===== src/rtl/mem_arbiter_if.sv =====
// Bundles both cache ports and the memory command/response bus of the arbiter.
interface mem_arbiter_if #(
    parameter int AW = 16,
    parameter int DW = 32
);
    logic          p0_strobe;
    logic          p0_rw;
    logic [AW-1:0] p0_addr;
    logic [DW-1:0] p0_wdata;
    logic          p0_ready;
    logic [DW-1:0] p0_rdata;

    logic          p1_strobe;
    logic          p1_rw;
    logic [AW-1:0] p1_addr;
    logic [DW-1:0] p1_wdata;
    logic          p1_ready;
    logic [DW-1:0] p1_rdata;

    logic          m_strobe;
    logic          m_rw;
    logic [AW-1:0] m_addr;
    logic [DW-1:0] m_wdata;
    logic [DW-1:0] m_rdata;

    logic          busy;
    logic          grant;

    // Arbiter side: accepts port requests, drives the memory.
    modport slave (
        input  p0_strobe, p0_rw, p0_addr, p0_wdata,
        input  p1_strobe, p1_rw, p1_addr, p1_wdata,
        input  m_rdata,
        output p0_ready, p0_rdata, p1_ready, p1_rdata,
        output m_strobe, m_rw, m_addr, m_wdata,
        output busy, grant
    );

    // Requester/memory side.
    modport master (
        output p0_strobe, p0_rw, p0_addr, p0_wdata,
        output p1_strobe, p1_rw, p1_addr, p1_wdata,
        output m_rdata,
        input  p0_ready, p0_rdata, p1_ready, p1_rdata,
        input  m_strobe, m_rw, m_addr, m_wdata,
        input  busy, grant
    );
endinterface


===== src/rtl/mem_arbiter.sv =====
// Round-robin two-port arbiter onto a fixed-wait-state memory; strobe in IDLE cycle n gives ready in n+2+WAIT.
// Requests are held by the ports and only sampled in IDLE, so a loser simply waits for the next IDLE.
module mem_arbiter #(
    parameter int AW   = 16,
    parameter int DW   = 32,
    parameter int WAIT = 4
) (
    input  logic         clk,
    input  logic         reset,
    mem_arbiter_if.slave bus
);
    typedef enum logic [1:0] {
        S_IDLE,
        S_ISSUE,
        S_WAIT,
        S_DONE
    } state_t;

    localparam logic [7:0] WAIT_CNT = 8'(WAIT);

    state_t        r_state;
    state_t        w_next_state;
    logic [7:0]    r_cnt;
    logic          r_grant;
    logic          w_winner;
    logic          w_start;
    logic          w_last_wait;

    logic          r_m_rw;
    logic [AW-1:0] r_m_addr;
    logic [DW-1:0] r_m_wdata;
    logic [DW-1:0] r_p0_rdata;
    logic [DW-1:0] r_p1_rdata;

    always_ff @(posedge clk) begin
        if (reset) begin
            r_state <= S_IDLE;
        end else begin
            r_state <= w_next_state;
        end
    end

    assign w_last_wait = (r_state == S_WAIT) && (r_cnt == 8'd1);

    // On a tie the port that did not win last time goes first.
    always_comb begin
        w_next_state = r_state;
        w_start      = 1'b0;
        w_winner     = r_grant;
        case (r_state)
            S_IDLE: begin
                if (bus.p0_strobe || bus.p1_strobe) begin
                    w_start      = 1'b1;
                    w_next_state = S_ISSUE;
                    if (bus.p0_strobe && bus.p1_strobe) begin
                        w_winner = ~r_grant;
                    end else begin
                        w_winner = bus.p1_strobe;
                    end
                end
            end
            S_ISSUE: w_next_state = S_WAIT;
            S_WAIT: begin
                if (r_cnt == 8'd1) begin
                    w_next_state = S_DONE;
                end
            end
            S_DONE:  w_next_state = S_IDLE;
            default: w_next_state = S_IDLE;
        endcase
    end

    always_ff @(posedge clk) begin
        if (reset) begin
            r_cnt <= 8'd0;
        end else if (r_state == S_ISSUE) begin
            r_cnt <= WAIT_CNT;
        end else if (r_state == S_WAIT && r_cnt != 8'd0) begin
            r_cnt <= r_cnt - 8'd1;
        end
    end

    always_ff @(posedge clk) begin
        if (reset) begin
            r_grant   <= 1'b1;
            r_m_rw    <= 1'b0;
            r_m_addr  <= '0;
            r_m_wdata <= '0;
        end else if (w_start) begin
            r_grant   <= w_winner;
            r_m_rw    <= w_winner ? bus.p1_rw    : bus.p0_rw;
            r_m_addr  <= w_winner ? bus.p1_addr  : bus.p0_addr;
            r_m_wdata <= w_winner ? bus.p1_wdata : bus.p0_wdata;
        end
    end

    // Memory data is only valid in the final wait cycle.
    always_ff @(posedge clk) begin
        if (reset) begin
            r_p0_rdata <= '0;
            r_p1_rdata <= '0;
        end else if (w_last_wait && !r_m_rw) begin
            if (r_grant) begin
                r_p1_rdata <= bus.m_rdata;
            end else begin
                r_p0_rdata <= bus.m_rdata;
            end
        end
    end

    assign bus.m_strobe = (r_state == S_ISSUE);
    assign bus.busy     = (r_state != S_IDLE);
    assign bus.p0_ready = (r_state == S_DONE) && !r_grant;
    assign bus.p1_ready = (r_state == S_DONE) &&  r_grant;
    assign bus.grant    = r_grant;
    assign bus.m_rw     = r_m_rw;
    assign bus.m_addr   = r_m_addr;
    assign bus.m_wdata  = r_m_wdata;
    assign bus.p0_rdata = r_p0_rdata;
    assign bus.p1_rdata = r_p1_rdata;
endmodule


===== src/flat_wrapper.sv =====
// flat-port wrapper written by rule: the top's interface ports become plain ports
module mem_arbiter_flat 
#(
    parameter int AW   = 16,
    parameter int DW   = 32,
    parameter int WAIT = 4
)
  (clk, reset, bus_p0_strobe, bus_p0_rw, bus_p0_addr, bus_p0_wdata, bus_p1_strobe, bus_p1_rw, bus_p1_addr, bus_p1_wdata, bus_m_rdata, bus_p0_ready, bus_p0_rdata, bus_p1_ready, bus_p1_rdata, bus_m_strobe, bus_m_rw, bus_m_addr, bus_m_wdata, bus_busy, bus_grant);
  mem_arbiter_if #(.AW(AW), .DW(DW)) bus_i ();
  input  logic clk;
  input  logic reset;
  input wire logic [$bits(bus_i.p0_strobe)-1:0] bus_p0_strobe;
  input wire logic [$bits(bus_i.p0_rw)-1:0] bus_p0_rw;
  input wire logic [$bits(bus_i.p0_addr)-1:0] bus_p0_addr;
  input wire logic [$bits(bus_i.p0_wdata)-1:0] bus_p0_wdata;
  input wire logic [$bits(bus_i.p1_strobe)-1:0] bus_p1_strobe;
  input wire logic [$bits(bus_i.p1_rw)-1:0] bus_p1_rw;
  input wire logic [$bits(bus_i.p1_addr)-1:0] bus_p1_addr;
  input wire logic [$bits(bus_i.p1_wdata)-1:0] bus_p1_wdata;
  input wire logic [$bits(bus_i.m_rdata)-1:0] bus_m_rdata;
  output wire logic [$bits(bus_i.p0_ready)-1:0] bus_p0_ready;
  output wire logic [$bits(bus_i.p0_rdata)-1:0] bus_p0_rdata;
  output wire logic [$bits(bus_i.p1_ready)-1:0] bus_p1_ready;
  output wire logic [$bits(bus_i.p1_rdata)-1:0] bus_p1_rdata;
  output wire logic [$bits(bus_i.m_strobe)-1:0] bus_m_strobe;
  output wire logic [$bits(bus_i.m_rw)-1:0] bus_m_rw;
  output wire logic [$bits(bus_i.m_addr)-1:0] bus_m_addr;
  output wire logic [$bits(bus_i.m_wdata)-1:0] bus_m_wdata;
  output wire logic [$bits(bus_i.busy)-1:0] bus_busy;
  output wire logic [$bits(bus_i.grant)-1:0] bus_grant;
  assign bus_i.p0_strobe = bus_p0_strobe;
  assign bus_i.p0_rw = bus_p0_rw;
  assign bus_i.p0_addr = bus_p0_addr;
  assign bus_i.p0_wdata = bus_p0_wdata;
  assign bus_i.p1_strobe = bus_p1_strobe;
  assign bus_i.p1_rw = bus_p1_rw;
  assign bus_i.p1_addr = bus_p1_addr;
  assign bus_i.p1_wdata = bus_p1_wdata;
  assign bus_i.m_rdata = bus_m_rdata;
  assign bus_p0_ready = bus_i.p0_ready;
  assign bus_p0_rdata = bus_i.p0_rdata;
  assign bus_p1_ready = bus_i.p1_ready;
  assign bus_p1_rdata = bus_i.p1_rdata;
  assign bus_m_strobe = bus_i.m_strobe;
  assign bus_m_rw = bus_i.m_rw;
  assign bus_m_addr = bus_i.m_addr;
  assign bus_m_wdata = bus_i.m_wdata;
  assign bus_busy = bus_i.busy;
  assign bus_grant = bus_i.grant;
  mem_arbiter #(.AW(AW), .DW(DW), .WAIT(WAIT)) u_core (.clk(clk), .reset(reset), .bus(bus_i));
endmodule

===== config.mk =====
export PLATFORM = sky130hd
export DESIGN_NAME = mem_arbiter_flat
export DESIGN_NICKNAME = d
export VERILOG_FILES = /design/src/rtl/mem_arbiter_if.sv /design/src/rtl/mem_arbiter.sv /design/src/flat_wrapper.sv
export SDC_FILE = /design/constraint.sdc
export NUM_CORES = 1
export LEC_CHECK = 0
export BUFFER_PORTS_ARGS = -buffer_cell sky130_fd_sc_hd__buf_2
export CAP_MARGIN = 5
export CORE_AREA = 2 2 111 123
export CTS_CLUSTER_SIZE = 24
export DETAILED_ROUTE_END_ITERATION = 10
export DIE_AREA = 0 0 113 125
export PLACE_DENSITY_LB_ADDON = 0.15
export SYNTH_ARGS = -nofsm -noshare
export SYNTH_HDL_FRONTEND = slang
export SYNTH_SLANG_ARGS = --single-unit

===== constraint.sdc =====
create_clock -name clk -period 4.7 [get_ports clk]
set_input_delay 1.175 -clock clk [delete_from_list [all_inputs] [get_ports clk]]
set_output_delay 1.175 -clock clk [all_outputs]
set_load 0.005 [all_outputs]

==> results.md, run 1 <==
- TritonCTS built the clock tree.
- In the final design database the tool counted 999 nets.
- After synthesis the cells add up to 5050 sq um.
- Counting flops with a built-in enable in the synthesized netlist gives 0.
- The biggest area contributor in the post-synthesis netlist is sky130_fd_sc_hd__dfxtp_1.
- In the final layout, the share of cells above drive strength 1 is 35.2%.
- The fraction of power spent switching nets is 32.6%.
- The pin count of the biggest net entering global routing is 90.
- Counting instances, the worst hold path has a depth of 2.
- Across all register-to-register paths, the minimum setup slack is 1.92 ns.
- The number of port buffers is 251.
- In this run the core area contains 44 standard-cell rows.
- Averaged over all synthesized cells, the footprint is 8.03 sq um.
- The floorplan step defined a die boundary enclosing 14100 sq um.
- The peak fanout along the critical path is 27.
- The Yosys step of the flow raised 0 warnings.
- The global placer's final weighted congestion is 0.776.
- For this design the static power due to leakage is 3.14 nW.
- Setup repair after global routing left no endpoint under its margin.
- The worst hold margin is 0.446 ns.
- The number of global-route vias before repair was 5060.
- The number of cells in the finished layout apart from fillers is 1031.
- Before CTS, the worst setup slack after placement is 1.70 ns.
- Synthesis handed over a netlist of 629 instances.
- The clock network is responsible for 34.8% of the overall power.
- The number of setup violations in the final report is 0.
- The total via count in the routed design is 5182.
- The number of antenna cells inserted is 0.
- The first-pass GRT wire length is 24000 um.
- The part of the cycle the worst path needs is 59.2%.
- The post-synthesis sequential area ratio is 49.1%.
- The worst register-to-register path has a depth of 7.
- The most numerous cell in the Yosys netlist is sky130_fd_sc_hd__nand2_1.
- After detailed routing, the total wire length is 14900 um.
- Once detail routing completed, the nets flagged for antenna violations numbered 0.
- The checks that failed: DRC.
- In the post-synthesis netlist, the biggest area contributors are sky130_fd_sc_hd__dfxtp_1, sky130_fd_sc_hd__nand2_1, sky130_fd_sc_hd__a311oi_1, sky130_fd_sc_hd__a21oi_1, sky130_fd_sc_hd__nor2_1.
- The share of synthesized area in the top cell type comes to 49.1%.
- The pin slew with the least headroom to its limit is 1.04 ns.
- Once placement finished, the instance area stood at 6330 sq um.
- The clock edge transition at the registers on the reported setup and hold paths is 0.05 ns.
- The final count of hold timing violations is 0.
- The data required time at the worst endpoint is 5.03 ns.
- The initial antenna violation count is 0.
- Counting instances in the post-synthesis netlist gives the leading cell types as sky130_fd_sc_hd__nand2_1, sky130_fd_sc_hd__dfxtp_1, sky130_fd_sc_hd__nor2_1.
- In the final routing, the length of wire on met1 measures 5990 um.
- The CTS sink count is 124.
- IR analysis of the VDD net gives a maximum drop of 306 uV.
- The part of the total power dissipated in sequential elements is 35.1%.
- The via-per-instance ratio is 5.03.
- Counting flops with an async set or reset pin after synthesis yields a share of 0%.
- The worst register-to-register path begins at u_core.r_state[0]$_SDFFE_PP0P_.
- In this run the tightest slew margin relative to its limit is 30.8%.
- The horizontal die dimension is 113 um.
- Dividing the detail-routed wire length by the instance count gives 14.5 um.
- Clock tree synthesis inserted a total of 17 buffers.
- Summed over all nets, the half-perimeter wirelength after detailed placement is 10400 um.
- The number of max-slew violations in the final report was 0.
- The initial standard-cell utilization of the core is 38.9%.
- The kind of launch point of the worst setup path is a flip-flop.
- CTS placed an instance of sky130_fd_sc_hd__clkbuf_16 at the clock tree root.
- The level count of the clock H-tree is 4.
- The shortest clock period the worst path allows after layout is 2.78 ns.
- Data arrives at the worst endpoint at 3.11 ns.
- For this run, the top clock speed supported by timing is 0.359 GHz.
- The most used flip-flop cell after synthesis is sky130_fd_sc_hd__dfxtp_1.
- The final clock skew is 0.00838 ns.
- The internal portion of the total power is 2.62 mW.
- The part of the power in combinational logic is 30.0%.
- Setup slack closes at 1.92 ns.
- The worst min-delay path class is reg -> reg.
- In this run the power spent charging and discharging nets is 1.27 mW.
- The clock reaches the later pin of the worst-skew pair after 0.41 ns.
- The detailed route wirelength on metal2 is 7180 um.
- The worst hold path terminates at u_core.bus.p1_rdata[1]$_SDFFE_PP0P_.
- The cts-stage hold buffer count is 0.
- The die is 125 um tall.
- Dividing total power by cell area gives a power density of 561 nW/um^2.
- In the detailed route, the total length drawn on met3 is 1420 um.
- The distinct cell type count of the synthesized netlist is 34.
- The global route total overflow is 0.
- Fill cells in the final layout number 1267.
- The count of unresolved DRC violations after routing is 15.
- The design area is 6940 sq um.
- Before antenna repair, the detailed router went through 8 iterations.
- During I/O placement, the number of pins put on the boundary was 252.
- The area of the core region is 13000 sq um.
- The hold path startpoint is u_core.bus.p1_rdata[1]$_SDFFE_PP0P_.
- The type of element capturing the critical path is a flip-flop.
- The area added between synthesis and finish is 37.3%.
- In this run, the number of DRC markers left after iteration 0 of detailed routing was 260.
- The total of max-cap violations is 0.
- The total nets after synthesis is 770.
- The number of post-CTS setup repair buffers is 0.
- The run finished, with violations left.
- Setup total negative slack on the finished layout was measured at 0 ns.
- The highest metal layer carrying signal wires in the routed design is met4.
- The count of placed standard cells including taps is 1000.
- The longest clock path from root to sink contains 2 buffers.
- The total of cells resized after clock tree synthesis is 0.
- The critical setup path kind is reg -> reg.
- The synthesized flop and latch total is 124.
- The end of the worst register-to-register path is u_core.bus.p1_rdata[29]$_SDFFE_PP0P_.
- In the global route stage, overall resource usage came out at 21.1%.
worst max-delay path, cell delays in order, from the launching register on:
cell and delay (ns):
sky130_fd_sc_hd__dfxtp_1 0.33, sky130_fd_sc_hd__inv_1 0.13, sky130_fd_sc_hd__ha_1 0.30, sky130_fd_sc_hd__nor3b_1 0.49
sky130_fd_sc_hd__and4_1 0.97, sky130_fd_sc_hd__buf_4 0.29, sky130_fd_sc_hd__nand2_1 0.06, sky130_fd_sc_hd__a21oi_1 0.14
power groups by stage:
stage,combinational [mW],clock [mW],sequential (mW)
after floorplan,0.742,0,1.39
after global placement,1.15,0,1.38
after detailed placement,1.18,0,1.38
after CTS,1.18,1.39,1.37
after global routing,1.32,1.44,1.39
final,1.17,1.36,1.37
registers in the layout, indices dropped and copies added (netlist names):
register             count
u_core.bus.m_wdata      32
u_core.r_state           2
u_core.bus.p0_rdata     32
u_core.bus.p1_rdata     32
u_core.bus.grant         1
u_core.bus.m_rw          1
u_core.r_cnt             8
u_core.bus.m_addr       16
cells in the final DEF, fill, tap and decap left out, drive strengths merged, types with 2 or more instances in the layout:
cell type,instances
nand4,3
and4,2
xnor2,2
nand2b,3
a311oi,49
a21oi,70
nand2,229
a211oi,4
ha,7
clkbuf,24
clkinv,2
nand3,3
mux2i,2
inv,6
nor3,2
dfxtp,124
bufinv,4
nor2b,2
a31oi,2
buf,258
nor2,60
logic make-up (layout without fill, tap and decap cells):
logic type | count (synthesis) | count (layout) | synth area share [%]
mux | 2 | 2 | 0.396
flops | 124 | 124 | 49.1
compound gates | 130 | 130 | 18.3
simple gates | 310 | 310 | 24.5
fa+ha+maj | 7 | 7 | 1.73
xor+xnor | 2 | 2 | 0.347
buf+inv | 54 | 295 | 5.60
metal layers:
metal,vias up,track usage (%)
li1,2579,-
met3,27,7.90
met5,-,0
met1,2366,23.7
met4,0,9.68
met2,210,35.4
worst max path at each step:
stage | startpoint | cells after the start | slack, ns | endpoint
2_1_floorplan | bus_p1_strobe | 5 | 2.45 | u_core.bus.m_wdata[11]$_SDFFE_PP0P_
3_3_place_gp | bus_p1_strobe | 5 | 1.81 | u_core.bus.m_addr[10]$_SDFFE_PP0P_
3_5_place_dp | bus_p1_strobe | 5 | 1.70 | u_core.bus.m_wdata[2]$_SDFFE_PP0P_
4_1_cts | u_core.r_state[0]$_SDFFE_PP0P_ | 7 | 1.88 | u_core.bus.p0_rdata[31]$_SDFFE_PP0P_
5_1_grt | u_core.r_state[0]$_SDFFE_PP0P_ | 7 | 1.60 | u_core.bus.p0_rdata[4]$_SDFFE_PP0P_
6_report | u_core.r_state[0]$_SDFFE_PP0P_ | 7 | 1.92 | u_core.bus.p1_rdata[29]$_SDFFE_PP0P_
stage by stage:
step | total power, mW | util (%)
2_1_floorplan | 2.13 | -
3_3_place_gp | 2.52 | 48.7
3_5_place_dp | 2.56 | 48.7
4_1_cts | 3.94 | 53.4
5_1_grt | 4.15 | 53.4
6_report | 3.89 | 53.4
area by class of cell:
class                   count  area (sq um)  share of cell area [%]
flip-flops and latches    124          2480                    35.8
multi-input cells         451          2310                    33.3
repair buffers            258          1310                    18.9
clock buffers              24           472                    6.80
well taps                 161           201                    2.90
clock inverters             7           138                    1.98
inverters                   6          22.5                   0.325
Note: power is estimated with default switching activity, not from simulation.
==> inputs of run 2 (changes only) <==
clock period = 2.9 ns   (was 4.7 ns; I/O delays follow)
==> run 2 against run 1 <==
The run still ends with DRC left. Sequential share of layout area barely moved. Combinational power up 64%. Count of clock-buffer cells in the layout fell by 4. Maximum frequency rose by 25%. Sequential power increased by 61%. Register-to-register slack worse by 1.2 ns. Critical path type unchanged.
==> results.md, run 2 (synthesis gave the netlist of run 1 again) <==
- The count of nets left with antenna violations once routing finished came out at 0.
- Setup repair after global routing left no endpoint under its margin.
- After layout, the worst setup slack is 0.669 ns.
- The area added between synthesis and finish is 37.4%.
- The final count of hold timing violations is 0.
- The total of max-cap violations is 0.
- The pin count of the biggest net entering global routing is 99.
- The global placer's final weighted congestion is 0.810.
- The count of unresolved DRC violations after routing is 15.
- The first routing iteration left 276 violations.
- The number of detailed-routing iterations run before antenna repair is 8.
- The leading cell type in the layout, fill and taps excluded is sky130_fd_sc_hd__buf_2.
- The clock edge transition at the registers on the reported setup and hold paths is 0.05 ns.
- The clock passes through at most 2 buffers.
- The count of standard-cell rows is 44.
- The overall routed net length is 14600 um.
- The first-pass GRT wire length is 23600 um.
- STA classifies the critical path endpoint as a flip-flop.
- Based on the critical path, the design can be clocked at up to 0.448 GHz.
- Clock latency on the worst-skew pair, taken at its later pin, is 0.40 ns.
- The total via count in the routed design is 5183.
- The worst min-delay path class is reg -> reg.
- The clock tree from TritonCTS is done.
- Detailed placement ended at an HPWL of 10400 um.
- The number of max-slew violations in the final report is 0.
- Summed over all cells, the static leakage comes to 3.15 nW.
- The worst hold margin is 0.445 ns.
- 252 I/O pins were placed.
- The data required time at the worst endpoint is 3.23 ns.
- The number of buffers added by the clock tree synthesis step is 17.
- The die area is 14100 sq um.
- For this design, the CTS-stage hold fixing added 0 buffers.
- The fraction of final layout cells with drive strength greater than 1 is 35.8%.
- The worst path uses 76.9% of the clock period.
- The initial standard-cell utilization of the core is 38.9%.
- The final layout net count is 1001.
- In this run the worst path has a maximum fanout of 32.
- Headroom to the max-slew limit came out at 59.8%.
- Setup violations remaining at the end of the flow were counted as 0.
- The total area inside the core boundary comes to 13000 sq um.
- The aggregate global-route resource usage is 20.6%.
- The number of post-CTS setup repair buffers is 0.
- The number of antenna diodes in the final layout is 0.
- The root buffer cell is sky130_fd_sc_hd__clkbuf_16.
- The final clock skew is 0.00856 ns.
- The CTS sink count is 124.
- The via-per-instance ratio is 5.02.
- The run finished, with violations left.
- The total of cells resized after clock tree synthesis is 0.
- The minimum setup slack after placement is 0.646 ns.
- The worst setup path is launched from a flip-flop.
- In the layout the commonest cells are sky130_fd_sc_hd__buf_2, sky130_fd_sc_hd__nand2_1, sky130_fd_sc_hd__dfxtp_1.
- The initial antenna violation count is 2.
- The data arrival at the endpoint of the critical path is 2.56 ns.
- After layout, the minimum clock period comes to 2.23 ns.
- The worst-case vdd ir drop is 646 uV.
- The horizontal die dimension is 113 um.
- The post-route setup TNS is 0 ns.
- In this run the power density over the cells is 889 nW/um^2.
- Dividing the detail-routed wire length by the instance count gives 14.1 um.
- The number of port buffers is 251.
- The number of global-route vias before repair came to 4935.
- The pin slew with the least headroom to its limit is 0.604 ns.
- The level count of the clock H-tree is 4.
- The checks that failed: DRC.
- The global route total overflow is 0.
- The vertical extent of the die is 125 um.
- The critical path is of the reg -> reg type.
## run 2: cell types whose count changed in the layout (fill, tap and decap cells not counted), sizes merged
cell      before  now
clkbuf        24   20
clkinv         2    6
buf          258  260
bufinv         4    2
clkinvlp       1    3
## run 2: metal layers
| layer | vias up | GRT usage [%] | share of wire [%] |
|---|---|---|---|
| li1 | 2581 | - | - |
| met1 | 2377 | 24.1 | 41 |
| met2 | 198 | 34.0 | 48 |
| met3 | 27 | 7.17 | 8.6 |
| met4 | 0 | 8.90 | 2.8 |
| met5 | - | 0 | 0 |
## run 2: worst paths after layout
| check | cells after the start | startpoint | to | slack (ns) |
|---|---|---|---|---|
| min | 2 | u_core.bus.p0_rdata[0]$_SDFFE_PP0P_ | u_core.bus.p0_rdata[0]$_SDFFE_PP0P_ | 0.45 |
| max reg2reg | 7 | u_core.r_state[0]$_SDFFE_PP0P_ | u_core.bus.p0_rdata[7]$_SDFFE_PP0P_ | 0.67 |
| min reg2reg | 2 | u_core.bus.p0_rdata[0]$_SDFFE_PP0P_ | u_core.bus.p0_rdata[0]$_SDFFE_PP0P_ | 0.45 |
| max | 7 | u_core.r_state[0]$_SDFFE_PP0P_ | u_core.bus.p0_rdata[7]$_SDFFE_PP0P_ | 0.67 |
## run 2: cell type report
type                    count  area [sq um]
multi-input cells         451          2310
repair buffers            260          1350
inverters                   6          22.5
fillers                  1244          6050
clock buffers              20           457
flip-flops and latches    124          2480
well taps                 161           201
clock inverters            11           120
## run 2: worst max-delay path: stages, from the launching register on
cell	delay, ns
sky130_fd_sc_hd__dfxtp_1	0.32
sky130_fd_sc_hd__inv_1	0.12
sky130_fd_sc_hd__ha_1	0.29
sky130_fd_sc_hd__nor3b_1	0.53
sky130_fd_sc_hd__and4_1	0.27
sky130_fd_sc_hd__buf_4	0.34
sky130_fd_sc_hd__nand2_1	0.10
sky130_fd_sc_hd__a21oi_1	0.17
## run 2: report_power, final
group / internal [mW] / switching [mW] / leakage [nW] / total [mW]
clock: 1.30 / 0.743 / 0.278 / 2.04
sequential: 2.03 / 0.184 / 1.01 / 2.21
combinational: 0.771 / 1.15 / 1.86 / 1.92
## run 2: metrics by stage
step                      utilization (%)  cells  total power, mW  instance area (sq um)
after floorplan                         -    629             3.45                   5050
after global placement               49.0   1002             4.12                   6370
after detailed placement             49.0   1002             4.17                   6370
after CTS                            53.4   1033             6.24                   6940
after global routing                 53.4   1033             6.59                   6940
final                                53.4   1033             6.17                   6940
